===== src/rtl/eq_sdp_pkg.sv =====
// Shared defaults and operation encodings for the eq_sdp inverse pipeline.
// The forward pipe computes n = op2(op1(a, b), c); this block recovers a.
package eq_sdp_pkg;

  localparam int WIDTH_DEF = 8;
  localparam int CNT_W_DEF = 16;

  // First forward op (ctl_1): 0 means m = a + b, 1 means m = a - b.
  localparam logic OP1_ADD = 1'b0;
  localparam logic OP1_SUB = 1'b1;

  // Second forward op (ctl_2): 1 means n = m + c, 0 means n = m - c.
  localparam logic OP2_SUB = 1'b0;
  localparam logic OP2_ADD = 1'b1;

endpackage


===== src/rtl/eq_sdp_stage.sv =====
// Generic pipeline register with a valid bit; loads only when the pipe advances,
// otherwise holds both valid and payload.
module eq_sdp_stage #(
  parameter int W = 8
) (
  input  logic         clk,
  input  logic         reset,
  input  logic         en,
  input  logic         in_valid,
  input  logic [W-1:0] in_data,
  output logic         out_valid,
  output logic [W-1:0] out_data
);

  // NOTE: non-blocking assignments let every stage sample its neighbour's pre-edge value.
  always_ff @(posedge clk or negedge reset) begin
    if (!reset) begin
      out_valid <= 1'b0;
      out_data  <= '0;
    end else if (en) begin
      out_valid <= in_valid;
      out_data  <= in_data;
    end
  end

endmodule


===== src/rtl/eq_sdp_inv.sv =====
// Three-stage inverse of the forward add/sub pipe: S1 captures, S2 undoes op2,
// S3 undoes op1 and drives a_out. One global advance keeps beats in order under stall.
module eq_sdp_inv
  import eq_sdp_pkg::*;
#(
  parameter int WIDTH = WIDTH_DEF,
  parameter int CNT_W = CNT_W_DEF
) (
  input  logic             clk,
  input  logic             reset,
  input  logic             in_valid,
  output logic             in_ready,
  input  logic             ctl_1,
  input  logic             ctl_2,
  input  logic [WIDTH-1:0] n,
  input  logic [WIDTH-1:0] b,
  input  logic [WIDTH-1:0] c,
  output logic             out_valid,
  input  logic             out_ready,
  output logic [WIDTH-1:0] a_out,
  output logic [CNT_W-1:0] done_cnt
);

  localparam int S1_W = 3 * WIDTH + 2;
  localparam int S2_W = 2 * WIDTH + 1;

  logic             adv;
  logic             s1_v;
  logic             s2_v;
  logic [S1_W-1:0]  s1_d;
  logic [S1_W-1:0]  s1_q;
  logic [S2_W-1:0]  s2_d;
  logic [S2_W-1:0]  s2_q;

  logic [WIDTH-1:0] s1_n;
  logic [WIDTH-1:0] s1_b;
  logic [WIDTH-1:0] s1_c;
  logic             s1_ctl_1;
  logic             s1_ctl_2;
  logic [WIDTH-1:0] s2_m;
  logic [WIDTH-1:0] s2_b;
  logic             s2_ctl_1;
  logic [WIDTH-1:0] m_nxt;
  logic [WIDTH-1:0] a_nxt;

  // The whole pipe moves together whenever the output slot is free or being drained,
  // so a beat entering S1 while S3 empties needs no special case.
  assign adv      = !out_valid || out_ready;
  assign in_ready = adv;

  assign s1_d = {ctl_2, ctl_1, c, b, n};

  eq_sdp_stage #(.W(S1_W)) u_s1 (
    .clk       (clk),
    .reset     (reset),
    .en        (adv),
    .in_valid  (in_valid),
    .in_data   (s1_d),
    .out_valid (s1_v),
    .out_data  (s1_q)
  );

  assign {s1_ctl_2, s1_ctl_1, s1_c, s1_b, s1_n} = s1_q;

  // NOTE: each always_comb assigns its output on every path, so no latch can be inferred.
  always_comb begin
    m_nxt = (s1_ctl_2 == OP2_ADD) ? s1_n - s1_c : s1_n + s1_c;
  end

  assign s2_d = {s1_ctl_1, s1_b, m_nxt};

  eq_sdp_stage #(.W(S2_W)) u_s2 (
    .clk       (clk),
    .reset     (reset),
    .en        (adv),
    .in_valid  (s1_v),
    .in_data   (s2_d),
    .out_valid (s2_v),
    .out_data  (s2_q)
  );

  assign {s2_ctl_1, s2_b, s2_m} = s2_q;

  always_comb begin
    a_nxt = (s2_ctl_1 == OP1_ADD) ? s2_m - s2_b : s2_m + s2_b;
  end

  eq_sdp_stage #(.W(WIDTH)) u_s3 (
    .clk       (clk),
    .reset     (reset),
    .en        (adv),
    .in_valid  (s2_v),
    .in_data   (a_nxt),
    .out_valid (out_valid),
    .out_data  (a_out)
  );

  // Counts output handshakes; wraps naturally at 2^CNT_W.
  always_ff @(posedge clk or negedge reset) begin
    if (!reset) begin
      done_cnt <= '0;
    end else if (out_valid && out_ready) begin
      done_cnt <= done_cnt + CNT_W'(1);
    end
  end

endmodule

===== config.mk =====
export PLATFORM = sky130hd
export DESIGN_NAME = eq_sdp_inv
export DESIGN_NICKNAME = d
export VERILOG_FILES = /design/src/rtl/eq_sdp_pkg.sv /design/src/rtl/eq_sdp_stage.sv /design/src/rtl/eq_sdp_inv.sv
export SDC_FILE = /design/constraint.sdc
export NUM_CORES = 1
export LEC_CHECK = 0
export ABC_AREA = 0
export BUFFER_PORTS_ARGS = -buffer_cell sky130_fd_sc_hd__buf_2
export CORE_MARGIN = 2
export CORE_UTILIZATION = 50
export CTS_BUF_LIST = sky130_fd_sc_hd__clkbuf_16
export CTS_CLUSTER_DIAMETER = 80
export DETAILED_ROUTE_END_ITERATION = 8
export MAX_ROUTING_LAYER = met4
export PLACE_DENSITY_LB_ADDON = 0.2
export SLEW_MARGIN = 30
export SYNTH_ARGS = -nofsm -noshare
export SYNTH_HDL_FRONTEND = slang
export SYNTH_SLANG_ARGS = --single-unit

===== constraint.sdc =====
create_clock -name clk -period 3.1 [get_ports clk]
set_clock_uncertainty 0.1 [all_clocks]
set_input_delay 0.155 -clock clk [delete_from_list [all_inputs] [get_ports clk]]
set_output_delay 0.155 -clock clk [all_outputs]
set_load 0.1 [all_outputs]

==> results of run 1 <==
-- worst max path at each step --
stage / startpoint / to / slack, ns / depth (start not counted)
6_report: u_s2.out_data[8] / u_s3.out_data[6] / 0.63 / 9
5_1_grt: u_s2.out_data[8] / u_s3.out_data[6] / 0.51 / 9
4_1_cts: u_s2.out_data[8] / u_s3.out_data[6] / 0.61 / 9
3_5_place_dp: u_s2.out_data[8] / u_s3.out_data[6] / 0.62 / 9
3_3_place_gp: u_s2.out_data[8] / u_s3.out_data[6] / 0.74 / 9
2_1_floorplan: u_s3.out_valid / u_s2.out_data[0] / 0.44 / 4
-- sequential cells by signal (all words and copies together), names as in the netlist --
register,cells
u_s3.out_valid,1
u_s1.out_valid,1
u_s1.out_data,26
done_cnt,16
u_s2.out_valid,1
u_s3.out_data,8
u_s2.out_data,17
-- cells by family after synthesis --
kind of cell | share of synthesized area, %
XOR/XNOR | 9.272
adder cells (fa/ha/maj) | 7.738
buffers and inverters | 3.067
AO/OA/AOI/OAI | 9.062
AND/OR/NAND/NOR | 20.60
flip-flops | 48.80
multiplexers | 1.464
-- synthesized netlist by cell type (all sizes together) (2+ instances only) --
library cell / count
nor2: 18
and4: 2
ha: 19
a211oi: 3
a31oi: 6
xor2: 9
dfrtp: 70
o21ai: 22
nand2: 113
xnor2: 29
nand4: 2
a21oi: 14
clkbuf: 9
nand2b: 4
a21o: 4
nand3: 8
inv: 15
buf: 4
mux2i: 3
and3: 3
mux2: 2
o21bai: 2
fa: 2
o211ai: 2
nor3b: 5
nor3: 5
-- worst max-delay path, cell delays in order (launching register included) --
cell and delay [ns]:
dfrtp_1 0.38, inv_1 0.08, ha_1 0.28, mux2_2 0.31, fa_1 0.44, a21o_1 0.18
a21oi_1 0.23, o21bai_1 0.11, mux2i_1 0.15, nand3_1 0.09
-- through the flow --
step	cells	hold slack (ns)	worst slack, ns	util (%)
finish	564	0.06270	0.6284	65.79
global route	564	0.06421	0.5135	65.79
CTS	564	0.05799	0.6093	65.79
detailed placement	521	0.03158	0.6211	57.63
global placement	521	0.02633	0.7437	57.63
floorplan	380	-0.2406	0.4403	-
-- routing by layer --
layer	vias to the layer above	part of all wire (%)	GRT usage (%)
met1	1288	49	27.78
met4	0	2.1	10.06
met3	14	3.1	3.451
met2	49	46	30.33
li1	1422	-	-
met5	-	0	-
-- cell type report --
class / count / area [µm²]
clock buffers: 9 / 225.2
multi-input cells: 282 / 1733
flip-flops and latches: 70 / 1752
well taps: 96 / 120.1
fillers: 577 / 2350
clock inverters: 6 / 55.05
inverters: 15 / 56.30
repair buffers: 86 / 578.1
-- power by group --
group / total (W) / switching, W / internal [W]
combinational: 0.00278 / 0.00181 / 0.000969
sequential: 0.00147 / 0.000249 / 0.00122
clock: 0.000971 / 0.000362 / 0.000609
-- timing repair --
item	in CTS	in global routing
endpoints found under the hold margin	45	0
resized for setup	0	0
endpoints found under the setup margin	0	0
hold buffers	28	0
==> results.yml, run 1 <==
status:
  status: "complete, no violations"
global_routing:
  first_global_vias: 2646
  grt_pass1_wl_mm: 12.12
  grt_max_degree: 53
  grt-ovfl-total: 0
  gr-usage-all-layers_pct: 20.66
  antenna_found_initial: 0
sta:
  setup_tns_ns: 0
  hold_viol_final: 0
  rsz0062_at_grt: "no"
  setup_viol: 0
  worst_pin_slew_ns: 0.6428
  period_share_pct: 79.73
  max-slew-margin-rel_pct: 57.15
  period_needed_ns: 2.472
  fmax_mhz: 404.6
  drv_slew: 0
worst_setup_path:
  crit_type: "register to register"
  cp.required_ns: 3.20
  crit_path_max_fanout: 3
  timing.rr.end: "u_s3.out_data[6]"
  worstPathArrival_ns: 2.57
  worst_setup_path_end_kind: "register"
  r2r_cells: 9
  worstReg2RegStart: "u_s2.out_data[8]"
  r2r_slack_ns: 0.63
  crit_path_start_kind: "register"
routing:
  wl_per_cell_um: 12.74
  drt_wl_total_mm: 7.186
  dr.pass1.iters: 4
  drtIter0Drc: 180
  drcViolationCount: 0
  dr_total_vias: 2773
  vias_per_cell: 4.917
  ant_nets: 0
placement:
  place.port_buffers: 55
  dpl.hpwl_mm: 4.777
  place_congestion: 0.8562
  placed_area_um2: 3959
cells_and_area:
  drive_gt1_share_pct: 18.16
  layout_common_cells: "113 x nand2_1, 70 x dfrtp_1, 55 x buf_2"
  areaGrowthSynthToFinish_pct: 25.90
  diodes: 0
  fin_area_um2: 4519
  nets: 515
  final_common_cell: "nand2_1"
clock_tree:
  post_cts_buffers: 0
  clk_pin_slew_worst_paths_ns: 0.05
  cts_sinks: 70
  cts_root_buffer: "clkbuf_16"
  numCtsBuffers: 9
  clock_latency_ns: 0.33
  h-tree-depth: 3
  cts_tree: "yes"
  clk_path_buf_depth: 2
logic_synthesis:
  synth_area_per_cell_um2: 9.447
  synthDominantCellAreaShare_pct: 48.80
  syn_area_um2: 3590
  synth.distinct_cells: 41
  async_flop_share_pct: 100.0
  yosys_most_used_dff: "dfrtp_1"
  yosys_warnings: 0
  seq_area_frac_synth_pct: 48.80
  synth_edf_count: 0
  yosys-top-cells-area: "dfrtp_1 49%, nand2_1 12%, xnor2_1 7.1%, ha_1 6.6%, o21ai_0 2.5%"
  yosys.area.top_type: "dfrtp_1"
  ys_ff_latch: 70
  postSynthCellCount: 380
  syn_nets: 431
floorplan:
  rows: 30
  dieHeight_um: 88.73
  ios: 56
  start_util_pct: 52.26
  die_w_um: 88.73
  die_area_um2: 7873
  core_um2: 6869
power:
  ir_drop_mv: 0.6039
  p_per_area_nw_per_um2: 1155
  p_leak_nw: 2.248
  p_total_w: 0.005219
min_path:
  min_path_type: "primary input to register"
  holdCritStartpoint: "out_ready"
  hold_depth: 3
  min_to: "done_cnt[3]"
job:
  max_cap_violations: 0
Power figures use the tool's default switching activity.
==> run 2: changes to the inputs <==
==> constraint.sdc (replaced) <==
create_clock -name clk -period 2.3 [get_ports clk]
set_clock_uncertainty 0.1 [all_clocks]
set_input_delay 0.115 -clock clk [delete_from_list [all_inputs] [get_ports clk]]
set_output_delay 0.115 -clock clk [all_outputs]
set_load 0.1 [all_outputs]
==> results.yml, run 2 (synthesis results as in run 1) <==
routing:
  dr.pass1.iters: 4
  drcViolationCount: 0
  wl_per_cell_um: 13.68
  ant_nets: 0
  drt_wl_total_mm: 7.933
  vias_per_cell: 5.017
  drtIter0Drc: 146
  dr_total_vias: 2910
worst_setup_path:
  r2r_cells: 10
  timing.rr.end: "u_s3.out_data[5]"
  worstReg2RegStart: "u_s2.out_data[9]"
  worst_setup_path_end_kind: "register"
  crit_path_start_kind: "register"
  crit_path_max_fanout: 3
  worstPathArrival_ns: 2.38
  cp.required_ns: 2.40
  crit_type: "register to register"
  r2r_slack_ns: 0.01
sta:
  period_share_pct: 99.38
  hold_viol_final: 0
  finalWorstSetupSlack_ns: 0.01425
  worst_pin_slew_ns: 0.4956
  fmax_mhz: 437.5
  max-slew-margin-rel_pct: 67.19
  rsz0062_at_grt: "yes"
  period_needed_ns: 2.286
  drv_slew: 0
  setup_viol: 0
floorplan:
  ios: 56
  die_area_um2: 7873
  rows: 30
  dieHeight_um: 88.73
  core_um2: 6869
  die_w_um: 88.73
  start_util_pct: 52.26
power:
  p_total_w: 0.007929
  p_per_area_nw_per_um2: 1639
  ir_drop_mv: 0.7690
  p_leak_nw: 2.382
status:
  status: "complete, no violations"
min_path:
  hold_depth: 3
  holdCritStartpoint: "out_ready"
  min_to: "done_cnt[3]"
  min_path_type: "primary input to register"
clock_tree:
  numCtsBuffers: 9
  cts_sinks: 70
  clk_path_buf_depth: 2
  clk_pin_slew_worst_paths_ns: 0.06
  cts_root_buffer: "clkbuf_16"
  h-tree-depth: 3
  clock_latency_ns: 0.32
  cts_tree: "yes"
job:
  max_cap_violations: 0
cells_and_area:
  fin_area_um2: 4838
  final_common_cell: "nand2_1"
  diodes: 0
  largest_register_ffs: 26
  areaGrowthSynthToFinish_pct: 34.79
  drive_gt1_share_pct: 25.21
  layout_common_cells: "113 x nand2_1, 70 x dfrtp_1, 55 x buf_2"
  top_register: "u_s1.out_data"
  nets: 531
  final_core_util_pct: 70.44
  top_regs: "u_s1.out_data (26), u_s2.out_data (17), done_cnt (16)"
global_routing:
  grt-ovfl-total: 0
  grt_pass1_wl_mm: 12.41
  first_global_vias: 2772
  antenna_found_initial: 0
  grt_max_degree: 71
  gr-usage-all-layers_pct: 20.85
placement:
  dpl.hpwl_mm: 4.931
  post-place-ws_ns: -0.05272
  place.port_buffers: 55
  placed_area_um2: 4051
  place_congestion: 0.8126
==> run 2: power by group <==
| group | switching, W | internal, W |
|---|---|---|
| clock | 0.000508 | 0.00105 |
| sequential | 0.000330 | 0.00164 |
| combinational | 0.00270 | 0.00169 |
| total | 0.00354 | 0.00439 |
==> run 2: routing by layer <==
metal	part of all wire, %	vias up	track usage [%]
met5	0	-	-
met4	1.3	0	7.851
met3	2.6	9	3.265
met2	48	54	32.16
met1	48	1391	27.79
li1	-	1456	-
==> run 2: worst max-delay path, cell delays in order (launching register included) <==
cell      delay [ns]
dfrtp_1         0.39
buf_4           0.15
nor3_4          0.19
nor2_1          0.10
xnor2_2         0.23
ha_1            0.30
o21ai_1         0.15
o21bai_1        0.11
a21oi_1         0.20
xor2_1          0.16
a21oi_1         0.08
==> run 2: cell type report <==
type | count | area (µm²)
fill | 530 | 2031
multi-input combinational | 282 | 1851
sequential | 70 | 1752
timing repair buffer | 102 | 723.2
clock buffer | 9 | 225.2
tap | 96 | 120.1
clock inverter | 6 | 111.4
inverter | 15 | 56.30
==> run 2: how the worst max path moves through the flow <==
| stage | depth (start not counted) | end | startpoint | slack [ns] |
|---|---|---|---|---|
| floorplan | 5 | u_s3.out_data[1] | u_s3.out_valid | 0.03 |
| global placement | 9 | u_s3.out_data[5] | u_s2.out_data[8] | 0.04 |
| detailed placement | 9 | u_s3.out_data[5] | u_s2.out_data[9] | -0.05 |
| CTS | 10 | u_s3.out_data[7] | u_s2.out_data[9] | 0.0007 |
| global route | 10 | u_s3.out_data[5] | u_s2.out_data[9] | -0.06 |
| finish | 10 | u_s3.out_data[5] | u_s2.out_data[9] | 0.01 |
==> run 2: metrics by stage <==
step / setup TNS [ns] / std cells / hold WS, ns
after floorplan: 0 / 380 / -0.2806
after global placement: 0 / 530 / 0.07134
after detailed placement: -0.1039 / 530 / 0.07079
after CTS: 0 / 574 / 0.006440
after global routing: -0.1828 / 580 / 0.04011
final: 0 / 580 / 0.01401
==> run 2: what timing repair did <==
item                                    in CTS  in global routing
hold endpoints to repair                    97                  0
endpoints found under the setup margin       4                  8
pin swaps                                    1                 15
gates resized for setup                      4                 21
buffers inserted                             1                  6
hold buffers                                28                  0
==> run 3: changes to the inputs <==
--- a/config.mk
+++ b/config.mk
@@ -7,7 +7,7 @@
 export LEC_CHECK = 0
 export ABC_AREA = 0
 export BUFFER_PORTS_ARGS = -buffer_cell sky130_fd_sc_hd__buf_2
-export CORE_MARGIN = 2
+export CORE_MARGIN = 1
 export CORE_UTILIZATION = 50
 export CTS_BUF_LIST = sky130_fd_sc_hd__clkbuf_16
 export CTS_CLUSTER_DIAMETER = 80
==> constraint.sdc (replaced) <==
create_clock -name clk -period 2.5 [get_ports clk]
set_clock_uncertainty 0.1 [all_clocks]
set_input_delay 0.125 -clock clk [delete_from_list [all_inputs] [get_ports clk]]
set_output_delay 0.125 -clock clk [all_outputs]
set_load 0.1 [all_outputs]
==> results.yml, run 3 (synthesis results as in run 1) <==
clock_tree:
  cts_root_buffer: "clkbuf_16"
  numCtsBuffers: 9
  clock_latency_ns: 0.32
  h-tree-depth: 3
  cts_sinks: 70
  cts_tree: "yes"
  clk_path_buf_depth: 2
  clk_pin_slew_worst_paths_ns: 0.05
routing:
  dr.pass1.iters: 5
  drt_wl_total_mm: 7.480
  ant_nets: 0
  vias_per_cell: 5.011
  drtIter0Drc: 144
  dr_total_vias: 2851
  drcViolationCount: 0
  wl_per_cell_um: 13.15
cells_and_area:
  nets: 520
  fin_area_um2: 4588
  final_common_cell: "nand2_1"
  top_regs: "u_s1.out_data (26), u_s2.out_data (17), done_cnt (16)"
  drive_gt1_share_pct: 19.66
  areaGrowthSynthToFinish_pct: 27.81
  layout_common_cells: "113 x nand2_1, 70 x dfrtp_1, 55 x buf_2"
  largest_register_ffs: 26
  top_register: "u_s1.out_data"
  fin_cells: 569
  diodes: 0
global_routing:
  grt_pass1_wl_mm: 12.66
  gr-usage-all-layers_pct: 22.38
  grt_max_degree: 47
  first_global_vias: 2789
  antenna_found_initial: 0
  grt-ovfl-total: 0
placement:
  placed_area_um2: 4001
  dpl.hpwl_mm: 4.974
  place.port_buffers: 55
  place_congestion: 0.8490
  post-place-ws_ns: 0.01156
  dpl.cell_count: 525
worst_setup_path:
  crit_path_start_kind: "register"
  worst_setup_path_end_kind: "register"
  crit_type: "register to register"
  path_cells: "inv_1, ha_1, mux2_2, fa_2, a21o_1, a21oi_2, o21bai_1, mux2i_1, nand3_1"
  max_stage_delay_ns: 0.39
  path_buf_inv: 1
  critical_path.top_delay_family: "adder cells"
  worstPathArrival_ns: 2.51
  cp_slowest_cell: "dfrtp_1"
  r2r_slack_ns: 0.09
  crit_path_max_fanout: 3
  cp.required_ns: 2.60
power:
  p_switching_w: 0.003065
  pwr-share-comb_pct: 54.3
  power_frac_seq_pct: 27.5
  power.internal_w: 0.003532
  p_leak_nw: 2.276
  ir_drop_mv: 0.8507
  p_sw_share_pct: 46.46
  p_per_area_nw_per_um2: 1438
  clock_power_share_pct: 18.2
floorplan:
  rows: 30
  ios: 56
  dieHeight_um: 86.73
  die_area_um2: 7522
  core_um2: 6869
  die_w_um: 86.73
  start_util_pct: 52.26
sta:
  max-slew-margin-rel_pct: 60.68
  period_share_pct: 96.26
  finalWorstSetupSlack_ns: 0.09343
  hold_viol_final: 0
  fmax_mhz: 415.5
  drv_slew: 0
  worst_pin_slew_ns: 0.5898
  setup_viol: 0
  period_needed_ns: 2.407
  hold_ws_ns: 0.04045
job:
  max_cap_violations: 0
status:
  status: "complete, no violations"
min_path:
  min_path_type: "primary input to register"
==> run 3: changes by cell type in the layout (fill, tap and decap cells not counted), moves of 3 or more <==
cell     before  now
buf_4        17    7
inv_1        10   15
inv_2         5    1
xnor2_1      26   29
xnor2_2       3    0
==> run 3: per-layer routing <==
metal / share of wire, % / track usage [%]
met1: 47 / 28.84
met2: 49 / 35.79
met3: 3.2 / 3.524
met4: 0.99 / 8.485
met5: 0 / -
==> run 3: stage by stage <==
stage	TNS (ns)	power [W]	util, %
finish	0	0.006597	66.79
global route	-0.01561	0.007057	66.79
global placement	0	0.005184	58.25
CTS	0	0.006577	66.47
floorplan	0	0.004602	-
detailed placement	0	0.005263	58.25
==> run 3: path summary, 6_finish.rpt <==
check,start,end,cells past startpoint
max,u_s2.out_data[9],u_s3.out_data[6],9
min,out_ready,done_cnt[3],3
max reg2reg,u_s2.out_data[9],u_s3.out_data[6],9
min reg2reg,u_s2.out_valid,u_s2.out_valid,2
max in group asynchronous,reset,u_s2.out_data[12],3
min in group asynchronous,reset,done_cnt[4],2
==> run 3: area by class of cell <==
class                   count  area, µm²
fillers                   564       2281
flip-flops and latches     70       1752
multi-input cells         282       1752
repair buffers             91      628.1
clock buffers               9      225.2
well taps                  96      120.1
inverters                  15      56.30
clock inverters             6      55.05
==> run 3: worst register-to-register path: cells and delay by family, from the launching register on <==
family / cells / cell delay (ns)
fa+ha+maj: 2 / 0.68
mux: 2 / 0.48
compound gates: 3 / 0.47
flops: 1 / 0.39
buf+inv: 1 / 0.09
simple gates: 1 / 0.08
==> run 3: power groups by stage <==
stage	clock network [W]	registers (W)	logic [W]
2_1_floorplan	0	0.00263	0.00197
3_3_place_gp	0	0.00181	0.00338
3_5_place_dp	0	0.00182	0.00344
4_1_cts	0.00122	0.00181	0.00355
5_1_grt	0.00127	0.00186	0.00392
6_report	0.00120	0.00181	0.00358
==> run 3: timing repair <==
action | in CTS | in global routing
hold buffers | 28 | 0
buffers inserted | 0 | 1
resized for setup | 1 | 2
endpoints found under the setup margin | 1 | 2
hold endpoints to repair | 51 | 0
pin swaps | 0 | 3
